**src/rtl/rtc_bcd_stopwatch_gen.sv**
```systemverilog
// BCD stopwatch / real-time counter with a hundredths-of-a-second resolution.
// Digit layout (MSB..LSB): [TH,H,] TM,M,TS,S,HMS,TMS, one BCD nibble each.
// A prescaler turns PRESCALE input clocks into one 10 ms count step; the
// count runs up or down, can be preset, and can capture lap values.
module rtc_bcd_stopwatch_gen #(
  parameter int PRESCALE = 2,
  parameter int HOURS_EN = 0
) (
  input  logic                       i_rtcclk,
  input  logic                       i_reset,
  input  logic                       i_countenb,
  input  logic                       i_countinit,
  input  logic [24+8*HOURS_EN-1:0]   i_preset,
  input  logic                       i_down,
  input  logic                       i_latchcount,
  output logic [24+8*HOURS_EN-1:0]   o_count,
  output logic [24+8*HOURS_EN-1:0]   o_latched,
  output logic                       o_latch_valid,
  output logic                       o_tc
);

  localparam int W    = 24 + 8 * HOURS_EN;
  localparam int NDIG = W / 4;
  localparam int PW   = (PRESCALE > 1) ? $clog2(PRESCALE) : 1;
  localparam logic [PW-1:0] PRE_LAST = PW'(PRESCALE - 1);

  // Largest legal value of the digit at position idx (0 = TMS).
  // Tens-of-seconds and tens-of-minutes roll over at 5, all others at 9.
  function automatic logic [3:0] digit_max(input int idx);
    return (idx == 3 || idx == 5) ? 4'd5 : 4'd9;
  endfunction

  logic [PW-1:0] prescale_cnt;
  logic [W-1:0]  inc_val;
  logic [W-1:0]  dec_val;
  logic [W-1:0]  load_val;
  logic          inc_c;
  logic          dec_b;
  logic          inc_wrap;
  logic          at_zero;
  logic          step;

  assign step    = i_countenb && (prescale_cnt == PRE_LAST);
  assign at_zero = (o_count == '0);

  // Ripple-carry increment, ripple-borrow decrement and clamped preset,
  // computed for every digit in parallel so a step updates all at once.
  always_comb begin
    // NOTE: every variable gets a default before any conditional write, so
    // no path leaves a value unassigned and no latch is inferred.
    inc_val  = '0;
    dec_val  = '0;
    load_val = '0;
    inc_c    = 1'b1;
    dec_b    = 1'b1;
    for (int i = 0; i < NDIG; i++) begin
      if (inc_c && (o_count[4*i +: 4] >= digit_max(i))) begin
        inc_val[4*i +: 4] = 4'd0;
      end else begin
        inc_val[4*i +: 4] = o_count[4*i +: 4] + {3'b000, inc_c};
        inc_c = 1'b0;
      end
      if (dec_b && (o_count[4*i +: 4] == 4'd0)) begin
        dec_val[4*i +: 4] = digit_max(i);
      end else begin
        dec_val[4*i +: 4] = o_count[4*i +: 4] - {3'b000, dec_b};
        dec_b = 1'b0;
      end
      load_val[4*i +: 4] = (i_preset[4*i +: 4] > digit_max(i)) ? digit_max(i)
                                                                : i_preset[4*i +: 4];
    end
    // A carry surviving past the top digit means the count was at full scale.
    inc_wrap = inc_c;
  end

  // Count, prescaler and terminal-count pulse; preset load beats a step.
  always_ff @(posedge i_rtcclk) begin
    // NOTE: sequential state uses non-blocking assignments so every register
    // samples pre-edge values regardless of statement order.
    if (i_reset) begin
      o_count      <= '0;
      prescale_cnt <= '0;
      o_tc         <= 1'b0;
    end else begin
      o_tc <= 1'b0;
      if (i_countinit) begin
        o_count      <= load_val;
        prescale_cnt <= '0;
      end else if (i_countenb) begin
        if (step) begin
          prescale_cnt <= '0;
          if (!i_down) begin
            o_count <= inc_val;
            o_tc    <= inc_wrap;
          end else if (!at_zero) begin
            // Counting down stops at zero; only the step that lands there pulses.
            o_count <= dec_val;
            o_tc    <= (dec_val == '0);
          end
        end else begin
          prescale_cnt <= prescale_cnt + PW'(1);
        end
      end
    end
  end

  // Lap capture of the pre-update count, independent of enable and preset.
  always_ff @(posedge i_rtcclk) begin
    if (i_reset) begin
      o_latched     <= '0;
      o_latch_valid <= 1'b0;
    end else if (i_latchcount) begin
      o_latched     <= o_count;
      o_latch_valid <= 1'b1;
    end
  end

endmodule

```
**config.mk**
```make
export PLATFORM = sky130hd
export DESIGN_NAME = rtc_bcd_stopwatch_gen
export DESIGN_NICKNAME = d
export VERILOG_FILES = /design/src/rtl/rtc_bcd_stopwatch_gen.sv
export SDC_FILE = /design/constraint.sdc
export NUM_CORES = 1
export LEC_CHECK = 0
export ABC_AREA = 1
export CAP_MARGIN = 10
export CELL_PAD_IN_SITES_DETAIL_PLACEMENT = 1
export CELL_PAD_IN_SITES_GLOBAL_PLACEMENT = 1
export CORE_MARGIN = 5
export CORE_UTILIZATION = 25
export CTS_CLUSTER_SIZE = 28
export DETAILED_ROUTE_END_ITERATION = 6
export DONT_BUFFER_PORTS = 1
export PLACE_DENSITY_LB_ADDON = 0.05
export SYNTH_ARGS = -nofsm -noshare
export SYNTH_HDL_FRONTEND = slang
export SYNTH_SLANG_ARGS = --single-unit
export TNS_END_PERCENT = 20
```
**constraint.sdc**
```tcl
create_clock -name i_rtcclk -period 6.94 [get_ports i_rtcclk]
set_input_delay 0.694 -clock i_rtcclk [delete_from_list [all_inputs] [get_ports i_rtcclk]]
set_output_delay 0.694 -clock i_rtcclk [all_outputs]
set_load 0.01 [all_outputs]
```
Yosys cells after proc, flatten, opt, wreduce, memory -nomap -nowiden. Cells that the tools add are included.

$add $sub $neg: 13. $lt $le $gt $ge: 12. Equality and inequality tests: 1. Mux-type cells: 37. Bitwise logic cells: 2. Reductions and logical operators: 24.

Operators by type and width (number): 24-bit two-way mux (5); 4-bit two-way mux (18); 24-bit zero test (2); 4-bit zero test (6); 4-bit by 1-bit adder with 4-bit output (5); 4-bit by 1-bit subtractor with 4-bit output (5); 4-bit >= comparator (second input constant) (4); 4-bit greater-than comparator (second input constant) (4); 1-bit two-way mux (14); 1-bit logical AND (11); 4-bit by 3-bit >= comparator with 1-bit output (second input constant) (2); 4-bit by 3-bit greater-than comparator with 1-bit output (second input constant) (2); 4-bit by 1-bit adder with 4-bit output (second input constant) (1); 2-bit nonzero test (2); 4-bit OR reduction (1); 4-bit by 1-bit subtractor with 4-bit output (second input constant) (1); 3-bit != test (second input constant) (1); 3-bit AND reduction (1); 1-bit NOT (2); 2-bit OR reduction (1); 1-bit adder (second input constant) (1).

Register bits: 51. Bits of input ports: 30. Output and inout bits: 50.

Depth between registers and ports, before layout. Gate-level depths: netlist of the first run.

Word-level depth: 17. Depth in mapped cells: 17.

Worst setup path after synthesis of the first run. OpenSTA, ideal clock, no wires.

Kind: register -> register. From: reg o_count[0]. To: reg o_tc. Library setup time: 70 ps. Arrival: 2232 ps. Data required time: 6870 ps. Setup slack: 4638 ps. Stages on the path, launching flop included: 15. Path buffers: 0. Clock period less this slack: 2302 ps. Cells stage by stage: dfxtp_1 inv_1 ha_1 nand2_2 nor2_4 nand3_1 inv_1 ha_1 ha_1 nand4_1 nor3_1 nand3_1 nor2b_1 nand4_1 a21oi_1.

Longest elaborated chain between the ends: 15. Elaborated cells on any way between the ends: 39. Those cells by class: add/sub: 6; order compare: 1; mux: 19; reduce/logical: 13.

Ends and longest elaborated chain: from (decl) (line 16) `output logic [24+8*HOURS_EN-1:0] o_count,`; from (signal assigned) (line 87) `o_count <= load_val;`; from (signal assigned) (line 93) `o_count <= inc_val;`; from (signal assigned) (line 97) `o_count <= dec_val;`; 4-bit zero test (line 63) `if (dec_b && (o_count[4*i +: 4] == 4'd0)) begin`; 1-bit two-way mux (line 63); 1-bit logical AND (line 63); 1-bit two-way mux (line 63); 1-bit logical AND (line 63); 1-bit two-way mux (line 63); 1-bit logical AND (line 63); 1-bit two-way mux (line 63); 1-bit logical AND (line 63); 1-bit two-way mux (line 63); 4-bit by 1-bit subtractor with 4-bit output or 1-bit logical AND (tied branches) (line 66, 63); 4-bit two-way mux (line 63); 24-bit zero test (line 98) `o_tc <= (dec_val == '0);`; 1-bit two-way mux (line 95) `end else if (!at_zero) begin`; 1-bit two-way mux (*) (line 92) `if (!i_down) begin`; to (signal assigned) (line 94) `o_tc <= inc_wrap;`; to (signal assigned) (line 98); to (decl) (line 19) `output logic o_tc`.

Mark *: on every way between the ends. The rest lies on a longest branch, timed or not. A chain may end at the register's enable or synchronous reset.

Final worst setup path of the first run. Same ends and word-level chain as after synthesis.

==> results by group, run 1 <==
Final layout
  • Diode count: 0
  • Share of cells above drive strength 1: 0.0688
  • Seq. cell area: just over 0.001 mm2
  • Area Growth Syn to Fin: 8.60%
  • Nets: ~560
  • Final Util: 0.273
  • # fillers: 1742
  • Multi-input logic area: roughly 0.0021 mm2

Pwr
  • Net Sw Frac: 0.321
  • Internal: roughly 0.00058 W
  • Pleak: ~1.6 nW
  • NetSw: between 0.0002 and 0.0003 W
  • Reg power frac: 0.408
  • Gate power share: 0.203
  • Clock share of power: 0.389
  • Worst vdd ir: approximately 0.089 mV
  • PD cells: 229 mW/mm2

Place
  • Dpl hpwl: ~9600 um
  • Buffers on Ports: 0
  • Placer's final routability congestion estimate: between 0.8 and 0.9

Synth
  • Top FF cell, synth: dfxtp_1
  • Synth Net Count: a little under 600
  • Mapped Area: between 0.003 and 0.004 mm2
  • Register bit total from synthesis: 51
  • Largest area contributor in the netlist: dfxtp_1
  • Largest family of logic cells by synthesized area: simple AND/OR/NAND/NOR gates
  • Post-synthesis compound-gate area fraction: 0.217
  • Top-area cell type share of the netlist area: 0.296
  • Adder-cell share of the synthesized area: 0.0835
  • Synth Area in Simple Gates: 0.276
  • Synth Area in XOR/XNOR: 0.0279
  • Number of synthesis warnings: 0
  • Syn avg cell area: ~6.6 um2
  • Number of synthesized flops with an enable pin: 0
  • Portion of netlist area occupied by mux cells: 0
  • Sequential element share of the synthesized area: 0.296
  • Gate Count Post-Synth: 525
  • Asr flop ratio synth: 0
  • Synth top area cells: dfxtp_1 30%, nand2_1 9.7%, a21oi_1 9.6%
  • Yosys cell types: 36

Critical path
  • Worst EP required: roughly 7200 ps
  • Buf/Inv on CP: 2
  • Max incr delay on CP: approximately 520 ps
  • CP Capture Type: register
  • Worst-path fanout max: 8
  • Top delay family on crit path: simple AND/OR/NAND/NOR gates
  • Flop2flop setup slack: 4020 ps
  • Critical path cell sequence: inv_1, ha_1, nand2_2, nor2_4, nand3_1, inv_1, ha_1, ha_1, nand4_1, nor3_1, nand3_1, nor2b_1, nand4_1, a21oi_1
  • Critical path arrival: between 3000 and 4000 ps
  • CP most frequent cell: ha_1
  • Slowest cell on the critical path: dfxtp_1
  • Reg2reg end: o_tc
  • Critical R2R Launch: o_count[0]
  • Register-to-Register Path Depth: 14
  • CP Launch Type: register
  • Setup CP Type: register to register

GRT
  • Gr busiest metal: met2
  • Met1 Track Usage GR: 0.210
  • Tot GR Track Use: 0.161
  • Met3 usage: 0.0431
  • Grt total ovfl: 0
  • M2 GR Usage: 0.265
  • Initial antenna violation count: 0
  • First-pass GRT wire length: ~20000 um
  • Vias in the first global route: about 3600
  • Largest net degree at the start of global routing: 49

Hold path
  • Hold_sp: i_reset
  • Hold Crit Depth: 1
  • Hold endpoint: o_count[19]
  • Worst hold path type: input port to register

Timing
  • Final hold vios: 0
  • Final Setup Violations: 0
  • Final worst-path cycle share: 0.421
  • Clk_skew: ~4.5 ps
  • Fin crit period: around 2900 ps
  • Worst slew pin tran: around 1000 ps
  • Slew margin rel.: 0.330
  • Max-slew violation count: 0
  • Fmax: 0.342 GHz
  • Total Neg Setup Slack: 0 ps
  • RSZ-0062 raised after global routing: false

Clock network
  • Root Buffer: clkbuf_16
  • Cts bufs inserted: 5
  • TritonCTS clock tree: done
  • Clock latency on the worst-skew pair: roughly 300 ps
  • Postcts setup bufs: 0
  • Resized Gates After CTS: 0
  • Clock sinks: 51
  • Clock-pin slew on the worst setup and hold paths: ~80 ps
  • CTS H-Tree Depth: 2
  • Hold bufs inserted after CTS: 0
  • CTS max path bufs: 2

Floorplanning
  • Initial core utilization: 0.251
  • Core region area: around 0.014 mm2
  • Die area: 0.0162 mm2
  • Die Y: approximately 130 um
  • Num rows: 43
  • Io pins: 80
  • Die X-Extent: 127 um

Outcome
  • Outcome: complete, no violations

Drt
  • Antenna-violating nets left: 0
  • Wirelength, routed: 12900 um
  • WL per Instance: ~19 um
  • Detail-routed via count per cell: around 4.9
  • DR vias: between 3000 and 4000
  • DRC violation count after routing: 0
  • Initial detailed-routing violation count: around 120
  • Drt pass-1 iters: 4

Flow run
  • Max-capacitance violation count: 0
[registers in the layout, summed over array words and instances, names as in the netlist]
register       count
o_tc               1
o_count           24
o_latch_valid      1
o_latched         24
prescale_cnt       1
[how the worst max path moves through the flow]
stage / startpoint / endpoint / slack, ps / cells after the start
after global placement: o_count[1] / o_tc / 4060 / 14
after floorplan: o_count[0] / o_tc / 4640 / 14
after global routing: o_count[0] / o_tc / 3780 / 14
final: o_count[0] / o_tc / 4020 / 14
after detailed placement: o_count[0] / o_tc / 4020 / 14
after CTS: o_count[0] / o_tc / 4010 / 14
[worst register-to-register path: stages, from the launching register on]
cell and delay, ps:
dfxtp_1 520, inv_1 150, ha_1 300, nand2_2 130, nor2_4 80, nand3_1 170, inv_1 90, ha_1 200
ha_1 340, nand4_1 100, nor3_1 220, nand3_1 110, nor2b_1 130, nand4_1 120, a21oi_1 190
[power by group through the flow]
stage	logic [W]	registers (W)	clock network (W)
finish	0.000174	0.000349	0.000333
global route	0.000201	0.000354	0.000354
CTS	0.000177	0.000351	0.000348
detailed placement	0.000176	0.000358	0
global placement	0.000176	0.000357	0
floorplan	0.000143	0.000344	0
[cell usage in the layout, fill, tap and decap left out, types with 2 or more instances in the layout]
master	count
nand2_1	89
nand3b_1	2
nor2_2	5
inv_2	5
xnor2_1	5
or2_2	4
nor2_4	2
nand2_2	4
nand3_2	3
o22ai_1	3
o21ai_1	15
nor2_1	57
clkbuf_16	5
nand3_1	36
dfxtp_1	51
bufinv_16	2
nor3_1	5
xor2_1	6
nand4_1	4
o21ai_0	51
a21oi_1	66
ha_1	23
inv_1	51
o211ai_1	3
[metrics by stage]
stage / instance area (um2) / cells / setup slack (ps) / total power (W) / hold slack (ps)
finish: 3740 / 689 / 4020 / 0.000856 / 452
global route: 3740 / 689 / 3780 / 0.000910 / 436
CTS: 3740 / 689 / 4010 / 0.000876 / 436
detailed placement: 3550 / 681 / 4020 / 0.000534 / 509
global placement: 3550 / 681 / 4060 / 0.000534 / 495
floorplan: 3450 / 525 / 4640 / 0.000487 / 474
[per-layer routing]
| metal | wire length [um] | part of all wire | vias up |
|---|---|---|---|
| li1 | - | - | 1697 |
| met1 | 5960 | 0.46 | 1602 |
| met2 | 6020 | 0.47 | 63 |
| met3 | 727 | 0.056 | 10 |
| met4 | 159 | 0.012 | 0 |
| met5 | 0 | 0 | - |
[logic make-up after synthesis]
group           count (synthesis)
simple gates                  214
compound gates                144
buf+inv                        82
flops                          51
fa+ha+maj                      23
xor+xnor                       11
[final cells by class]
cell class,instances,share of cell area
clock buffer,5,0.0334
clock inverter,3,0.0180
inverter,57,0.0575
multi-input combinational,392,0.556
sequential,51,0.273
tap,180,0.0601
timing repair buffer,1,0.00200
[Yosys cell counts, types with 3 or more instances]
library cell  instances
a21oi_1              66
buf_2                 4
buf_6                 4
clkbuf_1             16
dfxtp_1              51
ha_1                 23
inv_1                51
inv_2                 5
nand2_1              89
nand2_2               4
nand3_1              36
nand3_2               3
nand4_1               4
nor2_1               57
nor2_2                5
nor3_1                5
o211ai_1              3
o21ai_0              51
o21ai_1              15
o22ai_1               3
or2_2                 4
xnor2_1               5
xor2_1                6
Note: power is estimated with default switching activity, not from simulation.
==> inputs of run 2 (changes only) <==
==> constraint.sdc (replaced) <==
create_clock -name i_rtcclk -period 2.8 [get_ports i_rtcclk]
set_input_delay 0.28 -clock i_rtcclk [delete_from_list [all_inputs] [get_ports i_rtcclk]]
set_output_delay 0.28 -clock i_rtcclk [all_outputs]
set_load 0.01 [all_outputs]
==> run 2 against run 1 <==
Compared with the run above:
- non-clock buffer count up 12
- first-iteration DRC count up 2.4%
- design area up 2.7%
- maximum frequency up 16%
- worst hold slack worse by 420 ps
- sequential share of layout area down 0.73 points
- power rose to 2.5 times the previous value
- clock-buffer cell count unchanged
- worst setup slack worse by 3700 ps
- critical path depth up 1
==> results by group, run 2 (synthesis results as in run 1) <==
Timing
  • Worst slew pin tran: 599 ps
  • Final Worst Setup Slack: around 280 ps
  • Slew margin rel.: 0.600
  • RSZ-0062 raised after global routing: false
  • Max-slew violation count: 0
  • Total Neg Setup Slack: 0 ps
  • Fin crit period: between 2000 and 3000 ps
  • Final hold vios: 0
  • Final worst-path cycle share: 0.900
  • Final Setup Violations: 0
  • Clk_skew: approximately 9 ps
  • Fmax: ~0.4 GHz

Critical path
  • Top delay family on crit path: simple AND/OR/NAND/NOR gates
  • Slowest cell on the critical path: dfxtp_1
  • Critical path cell sequence: inv_1, ha_4, nand2_2, nor2_4, nand2_4, nor2_4, ha_1, ha_1, xnor2_1, nand2_1, nor2_1, nand3_1, nor2b_1, nand4_1, a21oi_1
  • Worst EP required: between 3000 and 4000 ps
  • CP Capture Type: register
  • Critical path arrival: about 2800 ps
  • Buf/Inv on CP: 1
  • Setup CP Type: register to register
  • Max incr delay on CP: between 300 and 400 ps
  • Worst-path fanout max: 8
  • CP Launch Type: register

Final layout
  • Final Util: 0.280
  • Seq. cell area: between 0.001 and 0.0015 mm2
  • Multi-input logic area: approximately 0.0021 mm2
  • Final Non-Filler Cells: 701
  • Most frequent cells in the layout: 89 x nand2_1, 66 x a21oi_1, 57 x nor2_1
  • Diode count: 0
  • Design area: ~0.0038 mm2
  • Commonest non-fill, non-tap cell in the layout: nand2_1
  • # fillers: between 1500 and 2000
  • Share of cells above drive strength 1: 0.0921
  • Area Growth Syn to Fin: 11.6%
  • Nets: 573
  • Biggest regs: o_count: 24 flops, o_latched: 24 flops

Drt
  • DR vias: ~3500
  • Wirelength, routed: roughly 13000 um
  • Antenna-violating nets left: 0
  • Detail-routed via count per cell: between 4 and 5
  • DRC violation count after routing: 0
  • Initial detailed-routing violation count: 127
  • WL per Instance: between 15 and 20 um
  • Drt pass-1 iters: 4

Place
  • Dpl cell area: 0.00363 mm2
  • Buffers on Ports: 0
  • Placer's final routability congestion estimate: 0.783
  • Dpl hpwl: 9930 um
  • # placed instances: roughly 700
  • Pre-CTS setup slack: between 100 and 150 ps

Floorplanning
  • Initial core utilization: 0.251
  • Die area: 0.0162 mm2
  • Num rows: 43
  • Io pins: 80
  • Core region area: between 0.01 and 0.015 mm2
  • Die X-Extent: 127 um
  • Die Y: 127 um

Clock network
  • Root Buffer: clkbuf_16
  • TritonCTS clock tree: done
  • CTS max path bufs: 2
  • Cts bufs inserted: 5
  • CTS H-Tree Depth: 2
  • Clock-pin slew on the worst setup and hold paths: 80 ps
  • Clock latency on the worst-skew pair: approximately 310 ps
  • Clock sinks: between 50 and 60

Pwr
  • Worst vdd ir: between 0.2 and 0.25 mV
  • PD cells: between 500 and 600 mW/mm2
  • Pleak: ~1.7 nW

GRT
  • Tot GR Track Use: 0.168
  • Largest net degree at the start of global routing: 49
  • First-pass GRT wire length: ~21000 um
  • Grt total ovfl: 0
  • Initial antenna violation count: 0
  • Vias in the first global route: around 3800

Outcome
  • Outcome: complete, no violations

Flow run
  • Max-capacitance violation count: 0

Hold path
  • Worst hold path type: input port to register
[run 2: cell types whose count changed in the layout (fill, tap and decap cells not counted)]
cell | before | now
ha_4 | 0 | 1
buf_4 | 1 | 13
ha_1 | 23 | 22
[run 2: final timing paths]
| kind | startpoint | endpoint | slack [ps] | cells after the start |
|---|---|---|---|---|
| worst max-delay path | o_count[1] | o_tc | 280 | 15 |
| worst min-delay path | i_reset | o_count[7] | 30 | 1 |
| worst max register to register | o_count[1] | o_tc | 280 | 15 |
| worst min register to register | prescale_cnt | prescale_cnt | 520 | 2 |
[run 2: routing by layer]
metal | GRT usage | routed length (um)
met3 | 0.0452 | 822
met1 | 0.210 | 5960
met4 | 0.0322 | 119
met5 | 0 | 0
met2 | 0.290 | 6340
[run 2: report_power, final]
| part | switching [W] | leakage [nW] | total (W) | internal, W |
|---|---|---|---|---|
| combinational | 0.000298 | 1.18 | 0.000468 | 0.000169 |
| sequential | 0.0000789 | 0.421 | 0.000854 | 0.000775 |
| clock | 0.000321 | 0.0900 | 0.000834 | 0.000513 |
[run 2: layout make-up]
class / count / area share
Multi-Input combinational cell: 392 / 0.545
Clock buffer: 5 / 0.0325
Tap cell: 180 / 0.0585
Timing Repair Buffer: 13 / 0.0254
Inverter: 57 / 0.0559
Sequential cell: 51 / 0.265
Clock inverter: 3 / 0.0176
[run 2: what timing repair did]
action	in CTS	in global routing
resized for setup	0	2
buffers inserted	0	1
endpoints found under the setup margin	0	2
hold buffers	0	0
[run 2: through the flow]
stage	power, W	hold WS [ps]
4_1_cts	0.00219	17.0
2_1_floorplan	0.00121	432
6_report	0.00216	34.0
3_3_place_gp	0.00133	354
5_1_grt	0.00230	17.2
3_5_place_dp	0.00134	357
